`src/rtl/cache_mem_arbiter.sv`:
```
// Single-port RAM arbiter between icache (read) and dcache (read/write); dcache has fixed priority.
// Optional fairness: define ARB_FAIR_EN to force an icache grant after MAX_DSTREAK dcache words.
module cache_mem_arbiter #(
  parameter int ADDR_W      = 32,
  parameter int DATA_W      = 32,
  parameter int TIMEOUT     = 255,
  parameter int MAX_DSTREAK = 4
) (
  input  logic              CLK,
  input  logic              RST,
  input  logic              iREN,
  input  logic [ADDR_W-1:0] iaddr,
  output logic              iwait,
  output logic [DATA_W-1:0] iload,
  input  logic              dREN,
  input  logic              dWEN,
  input  logic [ADDR_W-1:0] daddr,
  input  logic [DATA_W-1:0] dstore,
  output logic              dwait,
  output logic [DATA_W-1:0] dload,
  output logic              ramREN,
  output logic              ramWEN,
  output logic [ADDR_W-1:0] ramaddr,
  output logic [DATA_W-1:0] ramstore,
  input  logic [DATA_W-1:0] ramload,
  input  logic [1:0]        ramstate,
  output logic              timeout
);

  localparam logic [1:0] RAM_ACCESS = 2'd2;
  localparam logic [7:0] WCNT_LAST  = 8'(TIMEOUT - 1);

  typedef enum logic [1:0] {
    IDLE = 2'd0,
    DGNT = 2'd1,
    IGNT = 2'd2
  } state_t;

  state_t     state_r;
  logic [7:0] wcnt_r;
  logic       d_req_s;
  logic       access_s;
  logic       expire_s;
  logic       fair_force_s;

  assign d_req_s  = dREN | dWEN;
  assign access_s = (ramstate == RAM_ACCESS);
  assign expire_s = (wcnt_r == WCNT_LAST);
  assign iload    = ramload;
  assign dload    = ramload;

`ifdef ARB_FAIR_EN
  logic [2:0] streak_r;

  assign fair_force_s = iREN && ({29'd0, streak_r} >= 32'(MAX_DSTREAK));

  // Streak of dcache completions that happened while icache was kept waiting
  always_ff @(posedge CLK) begin
    if (RST) begin
      streak_r <= 3'd0;
    end else if (!iREN) begin
      streak_r <= 3'd0;
    end else if (state_r == IGNT && access_s) begin
      streak_r <= 3'd0;
    end else if (state_r == DGNT && d_req_s && access_s && streak_r != 3'd7) begin
      streak_r <= streak_r + 3'd1;
    end else begin
      streak_r <= streak_r;
    end
  end
`else
  logic [31:0] unused_max_dstreak_s;

  assign fair_force_s         = 1'b0;
  assign unused_max_dstreak_s = 32'(MAX_DSTREAK);
`endif

  // RAM port mux, handshake back to the caches and the abort pulse
  always_comb begin
    ramREN   = 1'b0;
    ramWEN   = 1'b0;
    ramaddr  = '0;
    ramstore = '0;
    iwait    = 1'b1;
    dwait    = 1'b1;
    timeout  = 1'b0;
    case (state_r)
      DGNT: begin
        ramWEN   = dWEN;
        ramREN   = dREN & ~dWEN;
        ramaddr  = daddr;
        ramstore = dstore;
        if (d_req_s && access_s) begin
          dwait = 1'b0;
        end else if (d_req_s && expire_s) begin
          timeout = 1'b1;
        end else begin
          dwait = 1'b1;
        end
      end
      IGNT: begin
        ramREN  = iREN;
        ramaddr = iaddr;
        if (iREN && access_s) begin
          iwait = 1'b0;
        end else if (iREN && expire_s) begin
          timeout = 1'b1;
        end else begin
          iwait = 1'b1;
        end
      end
      default: begin
        ramREN = 1'b0;
      end
    endcase
  end

  // Grant sequencing: one word per grant, always an idle turnaround before re-arbitration
  always_ff @(posedge CLK) begin
    if (RST) begin
      state_r <= IDLE;
      wcnt_r  <= 8'd0;
    end else begin
      case (state_r)
        IDLE: begin
          wcnt_r <= 8'd0;
          if (fair_force_s) begin
            state_r <= IGNT;
          end else if (d_req_s) begin
            state_r <= DGNT;
          end else if (iREN) begin
            state_r <= IGNT;
          end else begin
            state_r <= IDLE;
          end
        end
        DGNT: begin
          if (!d_req_s || access_s || expire_s) begin
            state_r <= IDLE;
            wcnt_r  <= 8'd0;
          end else begin
            wcnt_r  <= wcnt_r + 8'd1;
          end
        end
        IGNT: begin
          if (!iREN || access_s || expire_s) begin
            state_r <= IDLE;
            wcnt_r  <= 8'd0;
          end else begin
            wcnt_r  <= wcnt_r + 8'd1;
          end
        end
        default: begin
          state_r <= IDLE;
          wcnt_r  <= 8'd0;
        end
      endcase
    end
  end

endmodule
```
`config.mk`:
```
export PLATFORM = sky130hd
export DESIGN_NAME = cache_mem_arbiter
export DESIGN_NICKNAME = d
export VERILOG_FILES = /design/src/rtl/cache_mem_arbiter.sv
export SDC_FILE = /design/constraint.sdc
export NUM_CORES = 1
export LEC_CHECK = 0
export ABC_AREA = 1
export CORE_AREA = 2 2 103 105
export CTS_BUF_LIST = sky130_fd_sc_hd__clkbuf_8
export DETAILED_ROUTE_END_ITERATION = 16
export DIE_AREA = 0 0 105 107
export GPL_ROUTABILITY_DRIVEN = 0
export PLACE_DENSITY_LB_ADDON = 0.12
export SYNTH_ARGS = -nofsm -noshare
export SYNTH_HDL_FRONTEND = slang
export SYNTH_SLANG_ARGS = --single-unit
```
`constraint.sdc`:
```
create_clock -name CLK -period 1.4 [get_ports CLK]
set_input_delay 0.21 -clock CLK [delete_from_list [all_inputs] [get_ports CLK]]
set_output_delay 0.21 -clock CLK [all_outputs]
set_load 0.01 [all_outputs]
```
# Word-level counts from Yosys, hierarchy flattened
# Cells that the tools add are included.
[totals]
reg_bits = 10
input_bits = 135
output_inout_bits = 133
elab_cells = 45
[op_classes]
addsub = 1
eq_ne = 6
mux = 21
bitwise = 3
n_reduce_logical = 12
[ops]
columns = ["cell", "count"]
rows = [
  ["one-hot mux 32 bit (2 select lines)", 1],
  ["2-to-1 mux 32 bit", 1],
  ["2-to-1 mux 8 bit", 2],
  ["one-hot mux 8 bit (2 select lines)", 1],
  ["2-to-1 mux 1 bit", 9],
  ["adder 8 x 1 -> 8 bit (second input constant)", 1],
  ["equality test 8 bit (second input constant)", 1],
  ["2-to-1 mux 2 bit", 4],
  ["one-hot mux 2 bit (3 select lines)", 1],
  ["equality test 2 bit (second input constant)", 2],
  ["logical AND 1 bit", 4],
  ["logical OR 1 bit", 4],
  ["!= test 2 bit (second input constant)", 2],
  ["one-hot mux 1 bit (2 select lines)", 2],
  ["equality test 2 x 1 -> 1 bit (second input constant)", 1],
  ["zero test 1 bit", 2],
  ["zero test 2 bit", 1],
  ["AND reduction 2 bit", 1],
  ["AND 1 bit", 1],
  ["NOT 1 bit", 1],
  ["bitwise OR 1 bit", 1],
]

# Depth between registers and ports, before layout
# Gate-level depths: netlist of the first run.
[logic_depth]
word_depth = 6
mapped_depth = 9
ltp_nobuf = 9

# Least setup slack after synthesis of the first run
# No wires, ideal clock.
[synth_timing]
path_type = "reg-to-output"
startpoint = "register state_r[0]"
endpoint = "output ramaddr[11]"
arrival_ps = 1224
required_ps = 1190
slack_ps = -34
path_stages_with_launch = 6
path_cell_list = "dfxtp_1 > inv_1 > ha_1 > clkinv_1 > buf_1 > a21oi_1"
[synth_via]
elab_chain_len = 2
[synth_rtl]
columns = ["element", "line", "rtl"]
rows = [
  ["start: declaration", "39", "state_t state_r;"],
  ["start signal: assignment", "121", "state_r <= IDLE;"],
  ["start signal: assignment", "128", "state_r <= IGNT;"],
  ["start signal: assignment", "130", "state_r <= DGNT;"],
  ["equality test 2 bit / equality test 2 x 1 -> 1 bit (equally long branches)", "87", "case (state_r)"],
  ["one-hot mux 32 bit (2 select lines) *", "87", ""],
  ["end: declaration", "23", "output logic [ADDR_W-1:0] ramaddr,"],
]
# Mark *: on every way between the ends. The rest lies on a longest branch, timed or not.

# Final worst setup path of the first run
[layout_timing]
startpoint = "register state_r[0]"
endpoint = "output ramaddr[24]"
# The elaborated chain is that of the path after synthesis.

==> impl_metrics.sql, run 1 <==
INSERT INTO impl_metrics (metric_group, metric, value, unit) VALUES
('run_status', 'outcome', 'finished with violations', ''),
('run_status', 'violations_in_the_final_reports', 'setup timing', ''),
('synthesis', 'synth_cells', '324', ''),
('timing', 'finalHoldViolations', '0', ''),
('setup_path', 'worst_setup_path_start_kind', 'flip-flop', ''),
('timing', 'report.final.setup_viol', '76', ''),
('routing', 'via_count', '2440', ''),
('timing', 'setup_slack', '-0.284', 'ns'),
('synthesis', 'syn_avg_cell_area', '5.50', 'um2'),
('setup_path', 'timing.critical_path.to_type', 'output pin', ''),
('power', 'power_density', '889', 'mW/mm2'),
('setup_path', 'crit_chain', 'inv_4 > ha_4 > clkinv_8 > buf_16 > a21oi_2 > buf_2', ''),
('place', 'hpwlAfterDp', '6760', 'um'),
('setup_path', 'crit_cells', '6', ''),
('synthesis', 'yosys_register_bits', '10', ''),
('setup_path', 'worst-endpoint-required', '1.19', 'ns'),
('timing', 'maxClockFrequency', '594', 'MHz'),
('timing', 'worst_skew', '0.00479', 'ns'),
('grt', 'grt_remaining_overflow', '0', ''),
('clocking', 'clk_pin_slew_worst_paths', '0.04', 'ns'),
('clocking', 'clock-sinks', '10', ''),
('timing', 'fin_setup_tns', '-14.33', 'ns'),
('finish', 'layout.cells.most_common', 'clkdlybuf4s50_1', ''),
('worst_hold_path', 'hold_path_startpoint', 'ramload[21]', ''),
('timing', 'report.final.slew_viol_count', '0', ''),
('synthesis', 'synthDominantAreaCellType', 'buf_4', ''),
('grt', 'grt_pass1_wl', '14400', 'um'),
('setup_path', 'timing.rr.end', 'wcnt_r[7]', ''),
('synthesis', 'ys_seq_area_share', '11.2', '%'),
('finish', 'post-route-cell-area', '0.00430', 'mm2'),
('finish', 'area_growth', '141', '%'),
('routing', 'first_iter_violations', '89', ''),
('grt', 'initial_antenna_violation_count', '0', ''),
('grt', 'pin_count_of_the_biggest_net_entering_global_routing', '23', ''),
('finish', 'final-instance-count-excl-fill', '619', ''),
('finish', 'fin_util', '42.6', '%'),
('timing', 'post-route-period-util', '120', '%'),
('routing', 'detail_route.wirelength', '9770', 'um'),
('worst_hold_path', 'holdPathStages', '0', ''),
('setup_path', 'worstPathArrival', '1.47', 'ns'),
('clocking', 'cts.htree.levels', '1', ''),
('grt', 'track_usage', '16.3', '%'),
('grt', 'grt_pass1_vias', '2555', ''),
('setup_path', 'worst_path_max_delay_cell', 'dfxtp_4', ''),
('synthesis', 'synth_top_area_share', '27.4', '%'),
('finish', 'final_layout_size_suffix_gt1_share', '54.5', '%'),
('synthesis', 'yosys_synthesis_warning_count', '0', ''),
('floorplan', 'die_wd', '105', 'um'),
('routing', 'avgRoutedWirePerCell', '15.8', 'um'),
('timing', 'grt_setup_unrepaired', 'true', ''),
('clocking', 'worstSkewPairLatency', '0.23', 'ns'),
('setup_path', 'crit_path_max_incr_delay', '0.37', 'ns'),
('place', 'port_buffers', '171', ''),
('setup_path', 'critPathKind', 'reg2out', ''),
('floorplan', 'num_io_pins', '268', ''),
('place', 'numPlacedInstances', '581', ''),
('setup_path', 'crit_start', 'state_r[0]', ''),
('finish', 'nets', '625', ''),
('floorplan', 'die_height', '107', 'um'),
('power', 'max-vdd-ir-drop', '448', 'uV'),
('floorplan', 'floorplan.initialDensity', '17.7', '%'),
('timing', 'period_minus_slack', '1.68', 'ns'),
('setup_path', 'timing.critical_path.buf_inv', '4', ''),
('setup_path', 'path_delay_family', 'buffers and inverters', ''),
('setup_path', 'critical_path.max_fanout', '8', ''),
('floorplan', 'placementRows', '37', ''),
('timing', 'fin_hold_ws', '0.420', 'ns'),
('finish', 'num_antenna_cells', '0', ''),
('power', 'p_leak', '2.08', 'nW'),
('clocking', 'cts_tree', 'done', ''),
('routing', 'drt-pass1-iter-count', '4', '');
-- worst max-delay path by stage --
stage	slack, ns	end
3_3_place_gp	-0.51	ramaddr[0]
2_1_floorplan	-0.03	ramaddr[11]
3_5_place_dp	-0.55	ramaddr[6]
6_report	-0.28	ramaddr[24]
5_1_grt	-0.34	timeout
4_1_cts	-0.30	ramaddr[16]
-- power by group --
| part | internal (W) | switching [W] | total, W |
|---|---|---|---|
| clock network | 0.000188 | 0.000108 | 0.000296 |
| logic | 0.00176 | 0.00144 | 0.00321 |
| registers | 0.000303 | 0.0000167 | 0.000320 |
| total | 0.00226 | 0.00157 | 0.00382 |
-- through the flow --
stage               setup slack [ns]  total power [W]
CTS                           -0.297          0.00355
floorplan                    -0.0340          0.00121
global placement              -0.514          0.00215
detailed placement            -0.547          0.00215
finish                        -0.284          0.00382
global route                  -0.340          0.00405
-- synth_stat cells (all sizes together) --
cell type,count
inv,46
nand2,114
nand3,5
xnor2,2
dfxtp,10
clkinv,1
xor2,3
nand4,2
buf,74
ha,5
a21oi,32
nor2,24
nor3,1
or2,1
clkbuf,4
-- routing by layer --
metal	routed length [um]	track usage, %
met4	63	2.48
met1	3640	18.4
met3	745	4.26
met5	0	0
met2	5320	31.2
-- registers in the layout (all words and copies together) (netlist names) --
signal and flops:
wcnt_r 8, state_r 2
-- area by class of cell --
| cell class | instances | area [um2] |
|---|---|---|
| inverter | 47 | 196 |
| multi-input combinational | 189 | 1310 |
| clock buffer | 3 | 41.3 |
| fill | 1072 | 5790 |
| tap | 136 | 170 |
| sequential | 10 | 205 |
| timing repair buffer | 234 | 2380 |
-- cell families after synthesis --
group	Yosys count	synth area share, %
adder cells (fa/ha/maj)	5	3.51
AO/OA/AOI/OAI	32	8.98
flip-flops	10	11.2
buffers and inverters	125	40.5
XOR/XNOR	5	2.46
AND/OR/NAND/NOR	147	33.3
-- repair_timing --
action	CTS	global route
resized for setup	441	65
buffers inserted	22	9
gates cloned	7	0
endpoints found under the setup margin	79	79
pin swaps	8	11
-- worst reg2reg max path: cells and delay by family (launching register included) --
kind          cells  cell delay (ns)
simple gates      6             0.60
flops             1             0.33
buf+inv           3             0.32
fa+ha+maj         1             0.17
No activity file was read; power rests on OpenSTA's default activity.
==> run 2, diff against run 1 <==
==> constraint.sdc (replaced) <==
create_clock -name CLK -period 1.65 [get_ports CLK]
set_input_delay 0.2475 -clock CLK [delete_from_list [all_inputs] [get_ports CLK]]
set_output_delay 0.2475 -clock CLK [all_outputs]
set_load 0.01 [all_outputs]
==> impl_metrics.sql, run 2 (synthesized netlist as in run 1, its figures left out) <==
INSERT INTO impl_metrics (metric_group, metric, value, unit) VALUES
('clocking', 'cts.htree.levels', '1', ''),
('timing', 'setup_slack', '-0.156', 'ns'),
('grt', 'pin_count_of_the_biggest_net_entering_global_routing', '15', ''),
('finish', 'seq_area', '208', 'um2'),
('power', 'comb_power_share', '83.3', '%'),
('timing', 'report.final.slew_viol_count', '0', ''),
('power', 'power_density', '744', 'mW/mm2'),
('power', 'clockPowerShare', '7.9', '%'),
('routing', 'detail_route.wirelength', '9870', 'um'),
('power', 'sequentialPowerShare', '8.8', '%'),
('routing', 'avgRoutedWirePerCell', '16.1', 'um'),
('finish', 'largest-register', 'wcnt_r', ''),
('timing', 'finalHoldViolations', '0', ''),
('place', 'numPlacedInstances', '576', ''),
('setup_path', 'worstPathArrival', '1.56', 'ns'),
('grt', 'grt_remaining_overflow', '0', ''),
('timing', 'slew-limit-headroom', '87.5', '%'),
('setup_path', 'crit_path_max_incr_delay', '0.36', 'ns'),
('finish', 'post-route-cell-area', '0.00418', 'mm2'),
('floorplan', 'floorplan.initialDensity', '17.7', '%'),
('clocking', 'clk_pin_slew_worst_paths', '0.04', 'ns'),
('setup_path', 'worst_r2r_startpoint', 'state_r[0]', ''),
('place', 'hpwlAfterDp', '6550', 'um'),
('finish', 'reg.largest.list', 'wcnt_r x8, state_r x2', ''),
('power', 'internal_power', '0.00183', 'W'),
('setup_path', 'crit_start', 'state_r[0]', ''),
('setup_path', 'critPathKind', 'reg2out', ''),
('clocking', 'cts_root_buf', 'clkbuf_8', ''),
('finish', 'largest_reg_flops', '8', ''),
('timing', 'report.final.setup_viol', '49', ''),
('finish', 'mostFrequentLayoutCells', 'clkdlybuf4s50_1, nand2_1, buf_2', ''),
('finish', 'final-instance-count-excl-fill', '614', ''),
('timing', 'maxClockFrequency', '554', 'MHz'),
('finish', 'area_growth', '134', '%'),
('place', 'port_buffers', '171', ''),
('finish', 'nets', '620', ''),
('run', 'maxCapViolCount', '0', ''),
('run_status', 'violations_in_the_final_reports', 'setup timing', ''),
('power', 'switching_share', '41.0', '%'),
('clocking', 'worstSkewPairLatency', '0.23', 'ns'),
('grt', 'initial_antenna_violation_count', '0', ''),
('clocking', 'tritoncts.num_buffers', '3', ''),
('clocking', 'clock-sinks', '10', ''),
('power', 'max-vdd-ir-drop', '607', 'uV'),
('timing', 'grt_setup_unrepaired', 'true', ''),
('grt', 'grt_pass1_vias', '2479', ''),
('floorplan', 'num_io_pins', '268', ''),
('floorplan', 'placeableCoreArea', '0.0101', 'mm2'),
('setup_path', 'worst_path_max_delay_cell', 'dfxtp_4', ''),
('setup_path', 'worst_setup_path_start_kind', 'flip-flop', ''),
('grt', 'track_usage', '16.5', '%'),
('floorplan', 'die_height', '107', 'um'),
('run_status', 'outcome', 'finished with violations', ''),
('grt', 'grt_pass1_wl', '14400', 'um'),
('timing', 'post-route-period-util', '109', '%'),
('timing', 'worstMarginPinSlew', '0.186', 'ns'),
('worst_hold_path', 'hold_path_startpoint', 'ramload[21]', ''),
('routing', 'post_detailed_route_via_to_cell_ratio', '4.06', ''),
('power', 'power.switching', '0.00127', 'W'),
('timing', 'worst_skew', '0.00197', 'ns'),
('floorplan', 'die_wd', '105', 'um'),
('finish', 'layout.cells.most_common', 'clkdlybuf4s50_1', ''),
('power', 'p_leak', '2.05', 'nW'),
('finish', 'num_antenna_cells', '0', ''),
('routing', 'first_iter_violations', '102', ''),
('timing', 'fin_hold_ws', '0.495', 'ns'),
('setup_path', 'crit_chain', 'inv_4 > buf_12 > ha_4 > buf_6 > nand2_4 > buf_12 > clkinv_8 > nor2_4 > nor2_4 > buf_6', ''),
('finish', 'final.fill_count', '1087', ''),
('place', 'post_dp_cell_area', '0.00333', 'mm2'),
('finish', 'multiInputGateArea', '0.00129', 'mm2'),
('clocking', 'clock_path_buffers', '2', ''),
('setup_path', 'critical_path.max_fanout', '4', ''),
('routing', 'post-route-drc-count', '0', ''),
('setup_path', 'worst-endpoint-required', '1.40', 'ns'),
('clocking', 'cts_tree', 'done', ''),
('setup_path', 'timing.critical_path.to_type', 'output pin', ''),
('worst_hold_path', 'worstHoldPathType', 'in2out', ''),
('floorplan', 'placementRows', '37', ''),
('routing', 'antenna_left', '0', ''),
('routing', 'via_count', '2494', ''),
('routing', 'drt-pass1-iter-count', '4', ''),
('finish', 'final_layout_size_suffix_gt1_share', '53.8', '%'),
('floorplan', 'floorplan.die_area', '0.0112', 'mm2'),
('timing', 'period_minus_slack', '1.81', 'ns');
run 2: cell count changes in the layout (fill, tap and decap cells not counted), moves of 3 or more:
| cell | change |
|---|---|
| nor2_2 | -3 |
| inv_2 | -13 |
| nand2_2 | +20 |
| buf_2 | +12 |
| inv_1 | +13 |
| buf_16 | -3 |
| nand2_1 | -15 |
| buf_6 | -21 |
| buf_12 | +7 |
| nand2_4 | -5 |
run 2: final cells by class:
cell class	count	share of cell area, %
inverters	47	4.94
well taps	136	4.08
multi-input cells	189	31.0
clock buffers	3	0.989
flip-flops and latches	10	4.97
repair buffers	229	54.1
run 2: repair_timing:
action                     in CTS  in global routing
pin swaps                       7                 12
hold buffers                    0                  0
buffers inserted               25                  9
setup endpoints to repair      69                 65
cloned                         11                  1
hold endpoints to repair        0                  0
gates resized for setup       386                100
run 2: layer usage:
layer	GRT usage [%]	share of wire [%]	wire, um	vias up
met2	30.9	53	5270	108
li1	-	-	-	1211
met5	0	0	0	-
met3	3.89	7.5	743	16
met1	18.6	38	3730	1159
met4	4.00	1.3	125	0
run 2: path summary, 6_finish.rpt:
path / endpoint / slack (ns) / cells after the start
min reg2reg: wcnt_r[6] / 0.52 / 2
min: dload[21] / 0.50 / 0
max reg2reg: wcnt_r[6] / 0.10 / 11
max: ramREN / -0.16 / 10
run 2: power by group through the flow:
stage | clock (W) | sequential (W) | combinational, W
5_1_grt | 0.000269 | 0.000273 | 0.00276
2_1_floorplan | 0 | 0.000264 | 0.000763
4_1_cts | 0.000256 | 0.000270 | 0.00258
6_report | 0.000245 | 0.000272 | 0.00259
3_3_place_gp | 0 | 0.000263 | 0.00153
3_5_place_dp | 0 | 0.000264 | 0.00153
run 2: per-stage QoR:
step | utilization [%] | TNS [ns] | setup WS (ns) | total power (W)
2_1_floorplan | - | 0 | 0.178 | 0.00103
3_3_place_gp | 33.0 | -16.47 | -0.323 | 0.00180
3_5_place_dp | 33.0 | -17.59 | -0.342 | 0.00180
4_1_cts | 39.8 | -5.12 | -0.219 | 0.00311
5_1_grt | 41.4 | -7.22 | -0.220 | 0.00330
6_report | 41.4 | -4.25 | -0.156 | 0.00311
run 2: critical path, delay by kind of cell, from the launching register on:
| kind | cells | cell delay [ns] |
|---|---|---|
| simple gates | 3 | 0.24 |
| fa+ha+maj | 1 | 0.17 |
| flops | 1 | 0.36 |
| buf+inv | 6 | 0.55 |
